[src/rtl/register_file_scoreboard.sv]
// Two-read/one-write register file with a per-register pending-write scoreboard.
// Define REGFILE_BYPASS_EN to forward the writeback value and clear busy in the same cycle.
module register_file_scoreboard #(
   parameter int WIDTH = 8,
   parameter int NREGS = 32,
   parameter int AW    = $clog2(NREGS),
   parameter int CW    = $clog2(NREGS) + 1
) (
   input  logic             clk,
   input  logic             reset,
   input  logic             regwrite,
   input  logic [AW-1:0]    wa,
   input  logic [WIDTH-1:0] wd,
   input  logic [AW-1:0]    ra1,
   input  logic [AW-1:0]    ra2,
   output logic [WIDTH-1:0] rd1,
   output logic [WIDTH-1:0] rd2,
   input  logic             issue,
   input  logic [AW-1:0]    issue_addr,
   output logic             busy1,
   output logic             busy2,
   output logic [CW-1:0]    pend_cnt,
   output logic             waw
);

   logic [WIDTH-1:0] regs_q [1:NREGS-1];
   logic [WIDTH-1:0] regs_d [1:NREGS-1];
   logic [NREGS-1:0] pend_q, pend_d;
   logic [CW-1:0]    pend_cnt_q, pend_cnt_d;
   logic             waw_q, waw_d;
   logic             wr_en, iss_en, same_reg, inc, dec;
   logic             hit1, hit2;

   // Reset also gates the forwarding path so outputs read 0 while reset is held.
   assign wr_en    = regwrite && (wa != '0) && !reset;
   assign iss_en   = issue && (issue_addr != '0);
   assign same_reg = wr_en && iss_en && (wa == issue_addr);

`ifdef REGFILE_BYPASS_EN
   assign hit1 = wr_en && (wa == ra1);
   assign hit2 = wr_en && (wa == ra2);
`else
   assign hit1 = 1'b0;
   assign hit2 = 1'b0;
`endif

   always_comb begin
      for (int i = 1; i < NREGS; i++) begin
         regs_d[i] = (wr_en && (wa == AW'(i))) ? wd : regs_q[i];
      end
   end

   // Issue is applied after writeback so a new producer wins over a retiring one.
   always_comb begin
      pend_d = pend_q;
      if (wr_en)  pend_d[wa] = 1'b0;
      if (iss_en) pend_d[issue_addr] = 1'b1;
      pend_d[0] = 1'b0;
   end

   always_comb begin
      inc        = iss_en && !pend_q[issue_addr];
      dec        = wr_en && pend_q[wa] && !same_reg;
      pend_cnt_d = pend_cnt_q + {{(CW-1){1'b0}}, inc} - {{(CW-1){1'b0}}, dec};
      waw_d      = iss_en && pend_q[issue_addr] && !same_reg;
   end

   always_ff @(posedge clk or posedge reset) begin
      if (reset) begin
         for (int i = 1; i < NREGS; i++) begin
            regs_q[i] <= '0;
         end
         pend_q     <= '0;
         pend_cnt_q <= '0;
         waw_q      <= 1'b0;
      end else begin
         for (int i = 1; i < NREGS; i++) begin
            regs_q[i] <= regs_d[i];
         end
         pend_q     <= pend_d;
         pend_cnt_q <= pend_cnt_d;
         waw_q      <= waw_d;
      end
   end

   always_comb begin
      rd1 = '0;
      if (hit1)              rd1 = wd;
      else if (ra1 != '0)    rd1 = regs_q[ra1];
      rd2 = '0;
      if (hit2)              rd2 = wd;
      else if (ra2 != '0)    rd2 = regs_q[ra2];
   end

   assign busy1    = (ra1 != '0) && pend_q[ra1] && !hit1;
   assign busy2    = (ra2 != '0) && pend_q[ra2] && !hit2;
   assign pend_cnt = pend_cnt_q;
   assign waw      = waw_q;

endmodule

[config.mk]
export PLATFORM = sky130hd
export DESIGN_NAME = register_file_scoreboard
export DESIGN_NICKNAME = d
export VERILOG_FILES = /design/src/rtl/register_file_scoreboard.sv
export SDC_FILE = /design/constraint.sdc
export NUM_CORES = 1
export LEC_CHECK = 0
export CORE_MARGIN = 2
export CORE_UTILIZATION = 62
export DETAILED_ROUTE_END_ITERATION = 8
export MAX_ROUTING_LAYER = met4
export PLACE_DENSITY_LB_ADDON = 0.25
export SLEW_MARGIN = 20
export SYNTH_ARGS = -nofsm -noshare
export SYNTH_HDL_FRONTEND = slang
export SYNTH_SLANG_ARGS = --single-unit
[constraint.sdc]
create_clock -name clk -period 14.04 [get_ports clk]
set_input_delay 2.808 -clock clk [delete_from_list [all_inputs] [get_ports clk]]
set_output_delay 2.808 -clock clk [all_outputs]
set_load 0.05 [all_outputs]
==> impl_metrics.yaml <==
final_layout:
  area_growth_pct: 9.04
  post-route-cell-area_sq_mm: 0.0179
  num-fill-cells: 1799
  fin_util: 0.688
  nets: 1227
  drive_gt1_frac: 0.414
drt:
  avgRoutedWirePerCell_um: 28.4
  vias_per_cell: 7.29
  wl_um: 44000
  num_vias: 11300
  drt-pass1-iter-count: 5
  drc_errors: 0
  drt_iter0_drc: 1154
  antenna_left: 0
clock_tree:
  htreeDepth: 1
  clkTransAtPathRegs_ns: 0.06
  clk_latency_ns: 0.57
  root_buffer: "clkbuf_16"
  post-cts-setup-buffers: 0
  clock_sinks: 286
  numCtsBuffers: 31
  cts_buffer_depth: 3
  cts_hold_buf: 0
  cts_resized: 0
  cts_tree: "built"
global_route:
  grt_start_max_net_pins: 160
  top_usage_layer: "met2"
  grt_pass1_wl_um: 68300
  grt.overflow.total: 0
  use_met3: 0.0568
  grt_pass1_vias: 11300
  grt.met1_usage: 0.463
  track_usage: 0.330
  grt_use_met2: 0.491
  antenna_found_initial: 1
place:
  io_buffer_count: 56
  routabilityCongestion: 0.893
  hpwl_um: 27900
  place_area_sq_mm: 0.0170
floorplanning:
  die_x_um: 167
  die_h_um: 167
  num_rows: 59
  dieArea_sq_mm: 0.0278
  core_region_area_sq_mm: 0.0261
  io_pins: 57
  initial_utilization: 0.631
worst_hold_path:
  hold_class: "reg -> reg"
status:
  status: "finished clean"
yosys:
  synthTopCellsByArea: "dfrtp_1, mux2_2, mux4_2"
  syn_area_sq_mm: 0.0164
  ys_ff_latch: 286
  ys.flop_type: "dfrtp_1"
  ys_seq_area_frac: 0.435
  avgSynthCellArea_sq_um: 13.8
  synth_edf_count: 0
  ys.warnings.count: 0
  synth_top_area_share: 0.435
  yosysTopAreaCell: "dfrtp_1"
  ys_types: 54
  synthTopCellsByCount: "mux2_2, dfrtp_1, mux4_2"
  yosysMostFrequentCell: "mux2_2"
  syn-instance-count: 1194
  syn_nets: 1233
  async_flop_share: 1.00
timing:
  finalSetupTns_ns: 0
  clock-skew-final_ns: 0.00504
  timing.slew.headroom: 0.283
  setup_viol: 0
  rsz0062_at_grt: "false"
  finalHoldViolCount: 0
  finalCritPeriodShare: 0.650
  fin_crit_ns: 9.12
  drv_slew: 0
  tightest_slew_ns: 1.07
  max_freq_mhz: 110
  holdWs_ns: 0.524
worst_setup_path:
  crit_arrival_ns: 6.31
  path_max_fanout: 50
  endpoint_kind: "output port"
  worstPathRequired_ns: 11.23
  crit_path_start_kind: "input pin"
  crit_type: "in -> out"
power:
  p_leak_nw: 7.89
  power.density_cell_area_mw_per_mm2: 136
  ir_drop_mv: 0.127
flow_run:
  max-cap-violations: 0
## state kept, by name, indices dropped and copies added (netlist names)
name,count
regs_q,248
pend_cnt,6
waw,1
pend_q,31
## power by group
part | switching (mW) | internal (mW) | total (mW)
logic | 0.273 | 0.299 | 0.572
clock network | 0.332 | 0.465 | 0.797
registers | 0.109 | 0.951 | 1.06
total | 0.714 | 1.72 | 2.43
## path summary, 6_finish.rpt
check                      cells after the start     endpoint  slack, ns   startpoint
hold / removal                                 1  pend_cnt[0]       0.52  pend_cnt[0]
min in group asynchronous                      2    pend_q[7]       2.81        reset
setup reg to reg                              13  pend_cnt[4]      10.75    pend_q[1]
max in group asynchronous                      3   regs_q[60]       9.84        reset
hold reg to reg                                1  pend_cnt[0]       0.52  pend_cnt[0]
setup / recovery                               8       rd1[2]       4.92       ra1[1]
## layout by cell type (no fill, tap or decap), types with 10 or more instances in the layout
master,instances
inv_1,19
clkdlybuf4s50_1,45
mux4_1,21
nor2b_1,30
mux2i_1,21
buf_4,12
a221oi_1,25
nand2_1,45
nand2b_1,12
a211oi_1,19
dfrtp_1,286
mux2_2,300
a22o_1,11
o22ai_1,19
mux4_2,108
o21ai_0,20
clkinv_2,10
clkbuf_16,31
nor2_1,29
nor3_1,42
## cell families (layout without fill, tap and decap cells)
| kind of cell | after synthesis | in the layout | synth area share |
|---|---|---|---|
| flip-flops | 286 | 286 | 0.435 |
| AND/OR/NAND/NOR | 195 | 195 | 0.0615 |
| other | 0 | 1 | 0 |
| AO/OA/AOI/OAI | 120 | 120 | 0.0536 |
| adder cells (fa/ha/maj) | 7 | 7 | 0.00578 |
| multiplexers | 451 | 451 | 0.401 |
| XOR/XNOR | 10 | 10 | 0.00533 |
| buffers and inverters | 125 | 141 | 0.0373 |
## critical path, stage by stage
cell and delay [ns]:
buf_2 0.07, buf_4 0.63, nor2b_1 0.88, a221oi_1 0.24
nor3_1 0.49, a211oi_1 0.10, nor3_1 0.22, clkdlybuf4s50_1 0.84
## per-stage QoR
stage | std cells | setup WS, ns | total power, mW
after global placement | 1490 | 4.99 | 1.62
final | 1546 | 4.92 | 2.43
after floorplan | 1194 | 3.34 | 1.48
after CTS | 1545 | 4.99 | 2.43
after global routing | 1546 | 4.72 | 2.53
after detailed placement | 1490 | 5.00 | 1.64
## routing by layer
metal | part of all wire | vias to the layer above
met2 | 0.47 | 673
li1 | - | 4595
met5 | 0 | -
met1 | 0.40 | 5873
met4 | 0.039 | 0
met3 | 0.092 | 129
## cell type report
class / instances / area, sq um / share of cell area
Inverter: 20 / 82.6 / 0.00461
Clock buffer: 40 / 860 / 0.0479
Timing Repair Buffer: 66 / 601 / 0.0335
Tap cell: 335 / 419 / 0.0234
Sequential cell: 286 / 7160 / 0.399
Antenna cell: 1 / 2.50 / 0.000140
Multi-Input combinational cell: 783 / 8670 / 0.484
Clock inverter: 15 / 135 / 0.00754
(Power assumes the default switching activity.)
